==> config.mk <==
export PLATFORM = sky130hd
export DESIGN_NAME = count_ctrl
export DESIGN_NICKNAME = d
export VERILOG_FILES = /design/src/rtl/count_ctrl.sv
export SDC_FILE = /design/constraint.sdc
export NUM_CORES = 1
export LEC_CHECK = 0
export ABC_AREA = 1
export CAP_MARGIN = 5
export CORE_AREA = 10 10 85 105
export CTS_CLUSTER_DIAMETER = 40
export CTS_CLUSTER_SIZE = 25
export DETAILED_ROUTE_END_ITERATION = 16
export DIE_AREA = 0 0 95 115
export HOLD_SLACK_MARGIN = 0.12
export PLACE_DENSITY = 0.64
export REMOVE_ABC_BUFFERS = 1
export SLEW_MARGIN = 20
export SYNTH_ARGS = -nofsm -noshare
export SYNTH_HDL_FRONTEND = slang
export SYNTH_SLANG_ARGS = --single-unit
==> constraint.sdc <==
create_clock -name clk -period 2.1 [get_ports clk]
set_input_delay 0.42 -clock clk [delete_from_list [all_inputs] [get_ports clk]]
set_output_delay 0.42 -clock clk [all_outputs]
set_load 0.05 [all_outputs]
==> src/rtl/count_ctrl.sv <==
// count_ctrl: run/abort sequencer for an external up-counter.
// A prescaler divides clk into ticks. On each tick the managed counter is
// incremented until it equals the latched limit. At that point done pulses and
// the controller either halts (one-shot) or clears and runs again (auto-reload).
//
// Ports:
//   clk      - single clock, rising edge
//   rst      - synchronous reset, active low
//   start    - run request (level sampled)
//   stop     - abort request (level sampled, wins over start)
//   oneshot  - 1: halt at limit, 0: auto-reload
//   limit    - terminal count, latched when start is accepted
//   presc    - tick period minus one, latched when start is accepted
//   cnt_val  - current value of the managed counter (fed back)
//   cnt_en   - increment enable to the managed counter
//   cnt_clr  - synchronous clear to the managed counter
//   busy     - high in CLEAR and RUN
//   done     - one-cycle pulse when the limit is reached on a tick
//   state    - FSM state (IDLE=0, CLEAR=1, RUN=2, HALT=3)
//
// state | meaning
// IDLE  | waiting for start, strobes low
// CLEAR | one-cycle clear of the managed counter, prescaler zeroed
// RUN   | prescaler counting, increments on ticks until limit
// HALT  | one-shot finished, waiting for stop or a new start

module count_ctrl #(
    parameter int CNT_W = 5,
    parameter int DIV_W = 22
) (
    input  logic             clk,
    input  logic             rst,
    input  logic             start,
    input  logic             stop,
    input  logic             oneshot,
    input  logic [CNT_W-1:0] limit,
    input  logic [DIV_W-1:0] presc,
    input  logic [CNT_W-1:0] cnt_val,
    output logic             cnt_en,
    output logic             cnt_clr,
    output logic             busy,
    output logic             done,
    output logic [1:0]       state
);

    typedef enum logic [1:0] {
        S_IDLE  = 2'd0,
        S_CLEAR = 2'd1,
        S_RUN   = 2'd2,
        S_HALT  = 2'd3
    } state_t;

    state_t             state_q;
    state_t             state_d;
    logic [DIV_W-1:0]   presc_cnt_q;
    logic [DIV_W-1:0]   presc_cnt_d;
    logic [CNT_W-1:0]   limit_l;
    logic [DIV_W-1:0]   presc_l;
    logic               oneshot_l;
    logic               latch_en;
    logic               tick;
    logic               at_limit;

    always_ff @(posedge clk) begin
        if (!rst) begin
            state_q     <= S_IDLE;
            presc_cnt_q <= '0;
            limit_l     <= '0;
            presc_l     <= '0;
            oneshot_l   <= 1'b0;
        end else begin
            state_q     <= state_d;
            presc_cnt_q <= presc_cnt_d;
            if (latch_en) begin
                limit_l   <= limit;
                presc_l   <= presc;
                oneshot_l <= oneshot;
            end
        end
    end

    // Strobes depend only on registered state, prescaler and cnt_val, so
    // start/stop never reach an output combinationally.
    always_comb begin
        tick     = (state_q == S_RUN) && (presc_cnt_q == presc_l);
        at_limit = (cnt_val == limit_l);
        cnt_en   = tick && !at_limit;
        done     = tick && at_limit;
        cnt_clr  = (state_q == S_CLEAR);
        busy     = (state_q == S_CLEAR) || (state_q == S_RUN);
    end

    always_comb begin
        state_d     = state_q;
        presc_cnt_d = '0;
        latch_en    = 1'b0;
        case (state_q)
            S_IDLE: begin
                if (start && !stop) begin
                    state_d  = S_CLEAR;
                    latch_en = 1'b1;
                end
            end
            S_CLEAR: begin
                state_d = stop ? S_IDLE : S_RUN;
            end
            S_RUN: begin
                presc_cnt_d = tick ? '0 : presc_cnt_q + DIV_W'(1);
                if (stop) begin
                    state_d = S_IDLE;
                end else if (done) begin
                    // auto-reload keeps the latched settings; only a fresh
                    // accept from IDLE/HALT relatches
                    state_d = oneshot_l ? S_HALT : S_CLEAR;
                end
            end
            S_HALT: begin
                if (stop) begin
                    state_d = S_IDLE;
                end else if (start) begin
                    state_d  = S_CLEAR;
                    latch_en = 1'b1;
                end
            end
            default: state_d = S_IDLE;
        endcase
    end

    assign state = state_q;

endmodule

==> qor.txt <==
critical path class: register to primary output
drt pass-1 iters: 4
Core Area: 6890 um^2
# DRC: 0
Avg Inst Size Synth: 6.64 um^2
hold buffer count at cts: 0
Die Wd: 95 um
Total Power: 3.17 mW
DR WL/cell: 11.9 um
Ant. Diodes: 0
GR Util All Layers: 12.5%
Final Setup Violations: 0
I/O Buffers: 42
vias per inst: 4.73
first-pass GRT wire length: 11,200 um
Root Buffer: clkbuf_8
status: completed
H-Tree Depth: 2
Final Max Slew Viols: 0
Routed WL: 6520 um
Leak: 1.39 nW
Reg clk slew, reported paths: 0.09 ns
worst hold path depth: 1
remaining global-route overflow: 0
depth of the most critical reg-to-reg path: 9
Syn Inst Count: 407
Synth-to-Final Area Change: 29.6%
CTS tree: done
clk sink count: 52
Reg2Reg Capture Point: presc_l[10]
largest net degree at the start of global routing: 36
Max Cap Viol: 0
Initial Util: 39.2%
RSZ-0062 raised after global routing: yes
Multi-input gate area: 1460 um^2
TritonCTS buffer count: 5
pre-CTS setup slack: -0.0708 ns
worst min-delay path category: register to register
synth warn: 0
WHS Endpoint: presc_cnt_q[0]
fraction of layout cells with a size suffix above 1: 18.1%
min-delay src: presc_cnt_q[0]
cell area after synthesis: 2700 um^2
register area: 1070 um^2
most frequent cells in the layout: nand2_1, nor2_1, inv_1, clkdlybuf4s50_1, dfxtp_1
Async SR Flop Fraction: 0%
initial antenna violation count: 0
critical path cell sequence: inv_4, nand2_4, o21ai_2, nor2_1, nand2_1, nor2_4, nand3_2, nor2_2, buf_6
sequential fraction of the synthesis area: 38.5%
full die area: 10,900 um^2
Routability Congestion: 0.842
1st-iter DRT viols: 97
crit-path leading delay family: simple AND/OR/NAND/NOR gates
ANT nets after route: 0
Layout Skew: 0.00648 ns
CP startpoint kind: register
Die Height: 115 um
final period utilization: 97.2%
Synth Register Bits: 52
CP arrival: 1.62 ns
critical path's slowest cell: dfxtp_4
via count: 2,597
CP Data Required Time: 1.68 ns
CTS Buffer Depth: 2
final setup margin: 0.0588 ns
worst slew pin tran: 0.508 ns
# rows: 34
PD cells: 905 nW/um^2
Final Net Count: 500
dominant synthesized flop cell: dfxtp_1
Ports: 43
Core Util, Final: 50.8%
clk_lat worst skew: 0.30 ns
WHS: 0.459 ns
Critical R2R Launch: state[1]
dpl hpwl: 5050 um
crit-path max cell delay: 0.38 ns
Final Hold Fails: 0
maximum fanout along the worst path: 3
Critical Path Sink Type: primary output
CP Buf/Inv Count: 2
vias in the first global route: 2,548
Rel. slew slack: 66.0%
# fillers: 718
most common cell after layout, fill and taps aside: nand2_1
Reg2Reg Setup Slack: 0.24 ns
worst vdd ir: 0.000951 V
number of flops mapped to enable cells by yosys: 0
Peak Freq: 0.490 GHz
min Tclk post-route: 2.04 ns
Netlist cell types: 31
==> power breakdown <==
| group | switching (mW) | total [mW] | leakage [nW] | internal [mW] |
|---|---|---|---|---|
| Combinational | 0.792 | 1.34 | 0.903 | 0.544 |
| Sequential | 0.0965 | 1.25 | 0.432 | 1.15 |
| Clock | 0.321 | 0.585 | 0.0510 | 0.264 |
| Total | 1.21 | 3.17 | 1.39 | 1.96 |
==> area by class of cell <==
type | count | share of cell area, %
inverters | 57 | 6.18
repair buffers | 54 | 15.8
well taps | 90 | 3.21
multi-input cells | 288 | 41.6
clock inverters | 2 | 0.286
clock buffers | 6 | 2.36
flip-flops and latches | 52 | 30.5
==> synthesized netlist by cell type (all sizes together) (4+ instances only) <==
cell type	instances	area, um^2
nand4	5	37.5
nor3	8	61.3
dfxtp	52	1040
ha	5	62.6
clkbuf	6	22.5
nor3b	4	30.0
nand2	104	395
nand3	14	85.1
nor2	65	272
inv	57	214
o21ai	37	189
xnor2	4	35.0
a21oi	33	169
buf	4	26.3
==> cell families (layout without fill, tap and decap cells) <==
family | after synthesis | after routing | synth area share, %
buffers and inverters | 67 | 119 | 9.72
xor gates and xnor gates | 6 | 6 | 1.94
AOI/OAI and AO/OA | 71 | 71 | 13.5
adders and majority gates | 5 | 5 | 2.31
and+or+nand+nor | 206 | 206 | 34.0
DFF | 52 | 52 | 38.5
==> stage by stage <==
stage	TNS, ns	instance area (um^2)	std cells
2_1_floorplan	-21.25	2650	397
3_3_place_gp	-0.111	3290	537
3_5_place_dp	-0.0832	3290	537
4_1_cts	0	3430	545
5_1_grt	-0.0913	3500	549
6_report	0	3500	549
==> repair_timing <==
item                                   in CTS  in global routing
gates cloned                                0                  0
pin swaps                                   5                  9
resized for setup                          25                 22
buffers inserted                            0                  4
endpoints found under the hold margin       0                  0
setup endpoints to repair                   2                  3
==> routing by layer <==
layer  wire length [um]  up-vias  global-route usage, %  share of wire (%)
li1                   -     1383                      -                  -
met1               2900     1158                   14.3                 45
met2               3180       46                   21.6                 49
met3                322       10                   3.65                4.9
met4                117        0                   3.90                1.8
met5                  0        -                      0                  0
==> how the worst max path moves through the flow <==
stage,end,from,slack (ns),depth (start not counted)
final,cnt_en,presc_cnt_q[3],0.06,9
after global routing,cnt_en,presc_cnt_q[13],-0.06,9
after CTS,cnt_en,presc_cnt_q[13],0.009,9
after detailed placement,done,cnt_val[1],-0.07,10
after global placement,done,cnt_val[0],-0.09,10
after floorplan,limit_l[2],state[0],-0.77,7
==> sequential cells by signal (all words and copies together) (netlist names) <==
register and cells:
limit_l 5, oneshot_l 1, presc_cnt_q 22, presc_l 22
state 2
Note: power is estimated with default switching activity, not from simulation.
